[src/rtl/int_regfile_sb.sv]
// int_regfile_sb: integer register file with two combinational read ports,
// an always-accepted fixed-latency write port (A), a handshaked long-latency
// writeback port (B), and an issue-time scoreboard of pending destinations.
//
// Optional feature macro: REGFILE_BYPASS_EN
//   defined   - reads forward same-cycle writes; rsN_busy drops when a
//               writeback to rsN_addr fires this cycle.
//   undefined - reads return stored data; rsN_busy stays high during the
//               writeback cycle so the consumer picks up the committed value.
//
// Ports:
//   clock, reset          rising-edge clock, async active-low reset
//   rs1_addr/rs2_addr     read addresses
//   rs1_data/rs2_data     read data (combinational)
//   rs1_busy/rs2_busy     operand has a pending long-latency write
//   wa_en/wa_addr/wa_data port A write (always accepted)
//   iss_valid/iss_rd      reserve a destination; iss_ready = accepted
//   wb_valid/wb_rd/wb_data port B writeback; wb_ready = accepted
//   pend_count            number of reserved registers
//   wb_err                sticky: writeback to a non-reserved register
module int_regfile_sb #(
  parameter int XLEN        = 32,
  parameter int NREGS       = 32,
  parameter int MAX_PENDING = 8,
  localparam int AW         = $clog2(NREGS),
  localparam int PW         = $clog2(MAX_PENDING + 1)
) (
  input  logic            clock,
  input  logic            reset,
  input  logic [AW-1:0]   rs1_addr,
  input  logic [AW-1:0]   rs2_addr,
  output logic [XLEN-1:0] rs1_data,
  output logic [XLEN-1:0] rs2_data,
  output logic            rs1_busy,
  output logic            rs2_busy,
  input  logic            wa_en,
  input  logic [AW-1:0]   wa_addr,
  input  logic [XLEN-1:0] wa_data,
  input  logic            iss_valid,
  input  logic [AW-1:0]   iss_rd,
  output logic            iss_ready,
  input  logic            wb_valid,
  input  logic [AW-1:0]   wb_rd,
  input  logic [XLEN-1:0] wb_data,
  output logic            wb_ready,
  output logic [PW-1:0]   pend_count,
  output logic            wb_err
);

  logic [XLEN-1:0] regs [NREGS];
  logic [NREGS-1:0] busy;

  logic wb_nz, wb_fire, wb_retire, wb_stray;
  logic iss_waw, iss_full, iss_set;

  // Port A wins an address collision; port B retries next cycle.
  assign wb_ready  = !(wa_en && (wa_addr == wb_rd) && (wb_rd != '0));
  assign wb_fire   = wb_valid && wb_ready;
  assign wb_nz     = (wb_rd != '0);
  assign wb_retire = wb_fire && wb_nz && busy[wb_rd];
  assign wb_stray  = wb_fire && wb_nz && !busy[wb_rd];

  // Only a retiring writeback frees a slot or clears a WAW hazard; a stray
  // writeback leaves the scoreboard untouched, so counting it would let
  // pend_count overrun MAX_PENDING.
  assign iss_waw   = busy[iss_rd] && !(wb_retire && (wb_rd == iss_rd));
  assign iss_full  = (pend_count == PW'(MAX_PENDING)) && !wb_retire;
  assign iss_ready = (iss_rd == '0) || (!iss_waw && !iss_full);
  assign iss_set   = iss_valid && iss_ready && (iss_rd != '0);

  always_ff @(posedge clock or negedge reset) begin
    if (!reset) begin
      for (int i = 0; i < NREGS; i++) regs[i] <= '0;
      busy       <= '0;
      pend_count <= '0;
      wb_err     <= 1'b0;
    end else begin
      if (wa_en && (wa_addr != '0)) regs[wa_addr] <= wa_data;
      if (wb_retire) begin
        regs[wb_rd] <= wb_data;
        busy[wb_rd] <= 1'b0;
      end
      // Set after clear so a same-register retire+reserve leaves busy high.
      if (iss_set) busy[iss_rd] <= 1'b1;
      pend_count <= pend_count + PW'(iss_set) - PW'(wb_retire);
      if (wb_stray) wb_err <= 1'b1;
    end
  end

  logic [AW-1:0]   rd_addr [2];
  logic [XLEN-1:0] rd_data [2];
  logic            rd_busy [2];

  assign rd_addr[0] = rs1_addr;
  assign rd_addr[1] = rs2_addr;

  always_comb begin
    for (int p = 0; p < 2; p++) begin
      rd_data[p] = (rd_addr[p] == '0) ? '0 : regs[rd_addr[p]];
      rd_busy[p] = busy[rd_addr[p]] && (rd_addr[p] != '0);
`ifdef REGFILE_BYPASS_EN
      if (rd_addr[p] != '0) begin
        if (wa_en && (wa_addr == rd_addr[p])) rd_data[p] = wa_data;
        else if (wb_retire && (wb_rd == rd_addr[p])) rd_data[p] = wb_data;
      end
      if (wb_fire && (wb_rd == rd_addr[p])) rd_busy[p] = 1'b0;
`else
      if (wb_fire && wb_nz && (wb_rd == rd_addr[p])) rd_busy[p] = 1'b1;
`endif
    end
  end

  assign rs1_data = rd_data[0];
  assign rs2_data = rd_data[1];
  assign rs1_busy = rd_busy[0];
  assign rs2_busy = rd_busy[1];

endmodule

[config.mk]
export PLATFORM = sky130hd
export DESIGN_NAME = int_regfile_sb
export DESIGN_NICKNAME = d
export VERILOG_FILES = /design/src/rtl/int_regfile_sb.sv
export SDC_FILE = /design/constraint.sdc
export NUM_CORES = 2
export LEC_CHECK = 0
export CELL_PAD_IN_SITES_DETAIL_PLACEMENT = 1
export CELL_PAD_IN_SITES_GLOBAL_PLACEMENT = 2
export CORE_ASPECT_RATIO = 0.9
export CORE_MARGIN = 2
export CORE_UTILIZATION = 25
export DETAILED_ROUTE_END_ITERATION = 16
export DONT_BUFFER_PORTS = 1
export PLACE_DENSITY = 0.51
export SLEW_MARGIN = 30
export SYNTH_ARGS = -nofsm -noshare
export SYNTH_HDL_FRONTEND = slang
export SYNTH_SLANG_ARGS = --single-unit
[constraint.sdc]
create_clock -name clock -period 2.9 [get_ports clock]
set_input_delay 0.29 -clock clock [delete_from_list [all_inputs] [get_ports clock]]
set_output_delay 0.29 -clock clock [all_outputs]
set_load 0.01 [all_outputs]
Yosys cells after proc, flatten, opt, wreduce, memory -nomap -nowiden

Index checks and enable logic that the tools add are counted.

Flip-flop bits (word level): 1061
Input bits: 94
Output and inout bits: 73
Word-level logic and storage cells: 129

Add/subtract/negate cells: 2
Magnitude comparators: 12
Eq/ne operators: 5
Mux-type cells: 32
Bitwise logic cells: 7
Reduce and logical (&&, ||, !) cells: 36

Operators with widths:

| cell                 | number |
|---|---|
| $bwmux W1024         | 2 |
| $mux W1024           | 2 |
| $bmux W32 S5         | 2 |
| $demux W32 S5        | 2 |
| $mux W32             | 10 |
| $and A32 B32 Y32     | 1 |
| $not A32 Y32         | 1 |
| $or A32 B32 Y32      | 1 |
| $reduce_bool A5 Y1   | 5 |
| $ge A6 B6 Y1 const B | 4 |
| $lt A5 B6 Y1 const B | 4 |
| $not A5 Y6           | 4 |
| $logic_and A1 B1 Y1  | 21 |
| $bmux W1 S5          | 4 |
| $eq A5 B5 Y1         | 4 |
| $logic_not A5 Y1     | 3 |
| $lt A6 B1 Y1 const B | 2 |
| $demux W1 S5         | 2 |
| $ge A5 B1 Y1 const B | 2 |
| $mux W1              | 8 |
| $logic_not A1 Y1     | 6 |
| $add A4 B1 Y4        | 1 |
| $eq A4 B4 Y1 const B | 1 |
| $sub A4 B1 Y4        | 1 |
| $logic_or A1 B1 Y1   | 1 |

Longest topological paths before layout

Depth in word-level cells: 17
Mapped depth: 16
Gate-level depth less buffers: 12

Worst setup path before layout

No wires, ideal clock.

Path type: input port to flip-flop
Start point: input wb_rd[1]
End point: register pend_count[2]
Setup time: 0.123 ns
Arrival time: 2.936 ns
Data required time: 2.777 ns
Setup slack: -0.159 ns
Cell stages on the path: 15
Path buffers: 4
Cells stage by stage: buf_6 -> buf_12 -> mux2i_1 -> a221oi_2 -> a31oi_1 -> or2_1 -> buf_6 -> buf_6 -> a211oi_2 -> o211ai_1 -> ha_1 -> inv_1 -> ha_1 -> fa_1 -> xor2_1

Cells in the longest elaborated chain, start to end: 17
Elaborated cells between the ends (all ways): 24
Those cells by class: 2 x add/sub; 2 x eq/ne; 2 x mux; 18 x reduce/logical

Ends and longest elaborated chain:

| what                                                   | line | text |
|---|---|---|
| start, declared                                        | 43   | `input logic [AW-1:0] wb_rd,` |
| branches (longest 16 deep; another with $add A4 B1 Y4) | --   |  |
| $sub A4 B1 Y4 *                                        | 85   | `pend_count <= pend_count + PW'(iss_set) - PW'(wb_retire);` |
| end signal, assigned                                   | 85   |  |
| end, declared                                          | 46   | `output logic [PW-1:0] pend_count,` |

Mark *: on every way between the ends. The select of a mux whose other input is x is not followed.
A chain may end at the register's enable or synchronous reset.

Worst setup path in the final report

Start point: input rs2_addr[1]
End point: output rs2_data[31]

Cells in the longest elaborated chain, start to end: 5
Elaborated cells between the ends (all ways): 6
Those cells by class: 4 x mux; 1 x bitwise; 1 x reduce/logical

Ends and longest elaborated chain:

| what                                        | line | text |
|---|---|---|
| start, declared                             | 31   | `input logic [AW-1:0] rs2_addr,` |
| $not A5 Y6 (not written as such)            | 99   | `rd_data[p] = (rd_addr[p] == '0) ? '0 : regs[rd_addr[p]];` |
| $bmux W32 S5                                | 99   |  |
| $mux W32 (not written as such) (2 in a row) | 99   |  |
| $mux W32 *                                  | 99   |  |
| end, declared                               | 33   | `output logic [XLEN-1:0] rs2_data,` |

Mark *: on every way between the ends. The rest lies on a longest branch, timed or not. The select of a mux whose other input is x is not followed.

==> flow_metrics.tcl <==
set metrics [dict create \
    placed_area_sq_um 71800 \
    dr_total_vias 52300 \
    synth_edf_count 0 \
    wl_um 335000 \
    synth-xor-area-share 0.00277 \
    grt_pass1_wl_um 465000 \
    violations "DRC, slew limit, setup timing" \
    cts_buffer_depth 3 \
    muxShareOfSynthArea 0.366 \
    synthAdderAreaFrac 0.00124 \
    crit_path_start "rs2_addr[1]" \
    synth_top_family_by_area "multiplexers" \
    synth_fp_nets 6239 \
    grt_setup_unrepaired "yes" \
    final_nets 6170 \
    min_from "wa_addr[0]" \
    powerDensity_nw_per_um2 698 \
    grt_pass1_vias 54200 \
    crit_required_ns 2.61 \
    cp-endpoint "rs2_data[31]" \
    core_area_sq_um 264000 \
    synth_area_sq_um 66400 \
    drv_slew 14 \
    drc 2 \
    synth_cell_types 62 \
    yosysSeqAreaShare 0.400 \
    gp_congestion 0.812 \
    ant_nets 0 \
    synth_simple_gate_area_share 0.0812 \
    grt_overflow 0 \
    slew_headroom -0.0119 \
    path_clk_slew_ns 0.06 \
    critPathLaunchType "input pin" \
    fp.dieW_um 547 \
    cts.sinks 1061 \
    power_leakage_nw 34.3 \
    vdd_drop_max_mv 0.375 \
    finalSetupViolCount 51 \
    areaGrowthSynthToFinish_pct 22.3 \
    antenna_found_initial 23 \
    root_buffer "clkbuf_16" \
    dpl.hpwl_um 190000 \
    num_rows 179 \
    final_cell_area_sq_um 81200 \
    clk_latency_ns 0.85 \
    grtUsageTotal 0.244 \
    tightest_slew_ns 1.52 \
    vias_per_cell 5.39 \
    reg2reg_from "busy[7]" \
    fp.dieH_um 493 \
    port_buffers 0 \
    hold_class "input pin to flip-flop" \
    cp_max_fo 266 \
    outcome "finished, violations left" \
    crit_path_end_kind "primary output" \
    fin_crit_ns 3.15 \
    syn_area_per_cell_sq_um 10.8 \
    synth_seq_cells 1061 \
    io_pins 167 \
    yosys_warnings 0 \
    arrival_ns 2.86 \
    fmaxAchievable_mhz 317 \
    crit_type "input pin to primary output" \
    drive_above_1_share 0.240 \
    r2r_slack_ns 0.09 \
    worst_slack_ns -0.252 \
    skew_ns 0.0310 \
    setup_tns_ns -7.77 \
    synth_compound_area_frac 0.101 \
    initial_core_util 0.251 \
    hold_viol_final 0 \
    firstDrtPassIters 13 \
    syn_inst 6139 \
    numCtsBuffers 145 \
    fin_crit_sh 1.09 \
    synthArstFlopShare 1.00 \
    dieArea_sq_um 270000 \
    cap_violations 0 \
    r2r_end "pend_count[2]" \
    ff2ff_path_depth 12 \
    ys.flop_type "dfrtp_1" \
    dr.first_iter.drc_count 4375 \
    cts_tree "built" \
    grt_max_degree 319 \
    cts-htree-levels 4 \
    avgRoutedWirePerCell_um 34.5 \
]
==> layout make-up <==
| cell class | instances | area, sq um |
|---|---|---|
| clock inverters | 40 | 467 |
| well taps | 3529 | 4420 |
| diodes | 6 | 15.0 |
| flip-flops and latches | 1061 | 26600 |
| clock buffers | 213 | 4290 |
| repair buffers | 549 | 7220 |
| inverters | 11 | 41.3 |
| multi-input cells | 4302 | 38200 |
| fillers | 28700 | 183000 |
==> worst min-delay path by stage <==
stage          slack [ns]  depth (start not counted)         to
4_1_cts             0.003                          3  regs[184]
2_1_floorplan      -0.006                          0    busy[0]
6_report             0.03                          4   regs[99]
5_1_grt              0.03                          4   regs[99]
3_5_place_dp         0.28                          1  regs[639]
3_3_place_gp         0.28                          1  regs[639]
==> power by group <==
group	leakage [nW]	internal, mW	switching (mW)	total (mW)
registers	13.2	18.9	3.29	22.2
clock network	2.35	10.9	7.68	18.5
logic	18.7	8.89	7.02	15.9
total	34.3	38.7	18.0	56.7
==> sequential cells by signal, indices dropped and copies added, names as in the netlist <==
| register | flops |
|---|---|
| regs | 1024 |
| busy | 32 |
| pend_count | 4 |
| wb_err | 1 |
==> cell families (layout without fill, tap and decap cells) <==
family | count (synthesis) | after routing
flip-flops | 1061 | 1061
other | 0 | 6
adder cells (fa/ha/maj) | 6 | 6
multiplexers | 1722 | 1722
XOR/XNOR | 21 | 21
AO/OA/AOI/OAI | 1239 | 1239
buffers and inverters | 776 | 813
AND/OR/NAND/NOR | 1314 | 1314
==> worst max-delay path, stage by stage <==
cell    delay, ns
or4_1        0.94
nor2_4       0.34
buf_4        0.47
nor2_4       0.11
==> through the flow <==
stage / hold WS (ns) / utilization / setup slack [ns] / std cells / power, mW
CTS: 0.00279 / 0.304 / -0.283 / 9661 / 56.6
detailed placement: 0.283 / 0.272 / 0.0412 / 9207 / 35.8
finish: 0.0320 / 0.307 / -0.252 / 9711 / 56.7
floorplan: -0.00559 / - / 0.000882 / 6139 / 31.7
global placement: 0.281 / 0.272 / -0.112 / 9207 / 35.3
global route: 0.0332 / 0.307 / -0.295 / 9707 / 59.5
==> per-layer routing <==
layer | wire length [um] | global-route usage | vias to the layer above
li1 | - | - | 22300
met1 | 152000 | 0.334 | 28300
met2 | 161000 | 0.405 | 1324
met3 | 13200 | 0.0300 | 397
met4 | 8510 | 0.0636 | 16
met5 | 113 | 0 | -
==> layout by cell type (no fill, tap or decap), types with 23 or more instances in the layout <==
cell	n
a21oi_1	833
a21oi_2	26
and3_1	23
buf_12	196
buf_4	192
buf_6	31
clkbuf_1	33
clkbuf_16	156
clkbuf_8	30
dfrtp_1	1060
dlygate4sd3_1	118
mux2_2	30
mux2_4	23
mux2i_1	1090
mux4_2	557
nand2_1	252
nor2_1	844
nor2_4	37
o21ai_0	209
o221ai_1	27
o22ai_1	34
==> synthesized netlist by cell type, drive strengths merged (2+ instances only) <==
library cell / count / area [sq um]
or4: 11 / 109
nand4: 18 / 113
nand2: 262 / 983
and3: 24 / 150
a211oi: 12 / 100
ha: 5 / 62.6
mux4: 557 / 12500
o22ai: 39 / 244
nor4: 5 / 37.5
nand2b: 13 / 81.3
mux2: 53 / 597
nor2: 897 / 3390
o221ai: 27 / 236
a21oi: 864 / 4370
and3b: 4 / 35.0
a22o: 6 / 52.6
nor3b: 8 / 60.1
nor2b: 9 / 56.3
a22oi: 9 / 67.6
nor3: 31 / 155
nand4b: 5 / 43.8
a41o: 2 / 20.0
a221oi: 27 / 243
xnor2: 10 / 87.6
o41ai: 2 / 17.5
mux2i: 1112 / 11100
or2: 5 / 31.3
or3b: 2 / 17.5
buf: 264 / 1290
inv: 11 / 41.3
dfrtp: 1061 / 26600
nand3: 7 / 35.0
a211o: 15 / 131
xor2: 11 / 96.3
or3: 7 / 43.8
o21ai: 222 / 1110
clkbuf: 501 / 1880
nand3b: 4 / 30.0
o211ai: 7 / 52.6
==> what timing repair did <==
action                                  4_1_cts  5_1_grt
pin swaps                                    38       44
hold buffers                                182        0
gates cloned                                  0        6
endpoints found under the hold margin      1575        0
endpoints found under the setup margin       66      298
resized for setup                           214       56
setup buffers                                26       34
Power figures use the tool's default switching activity.
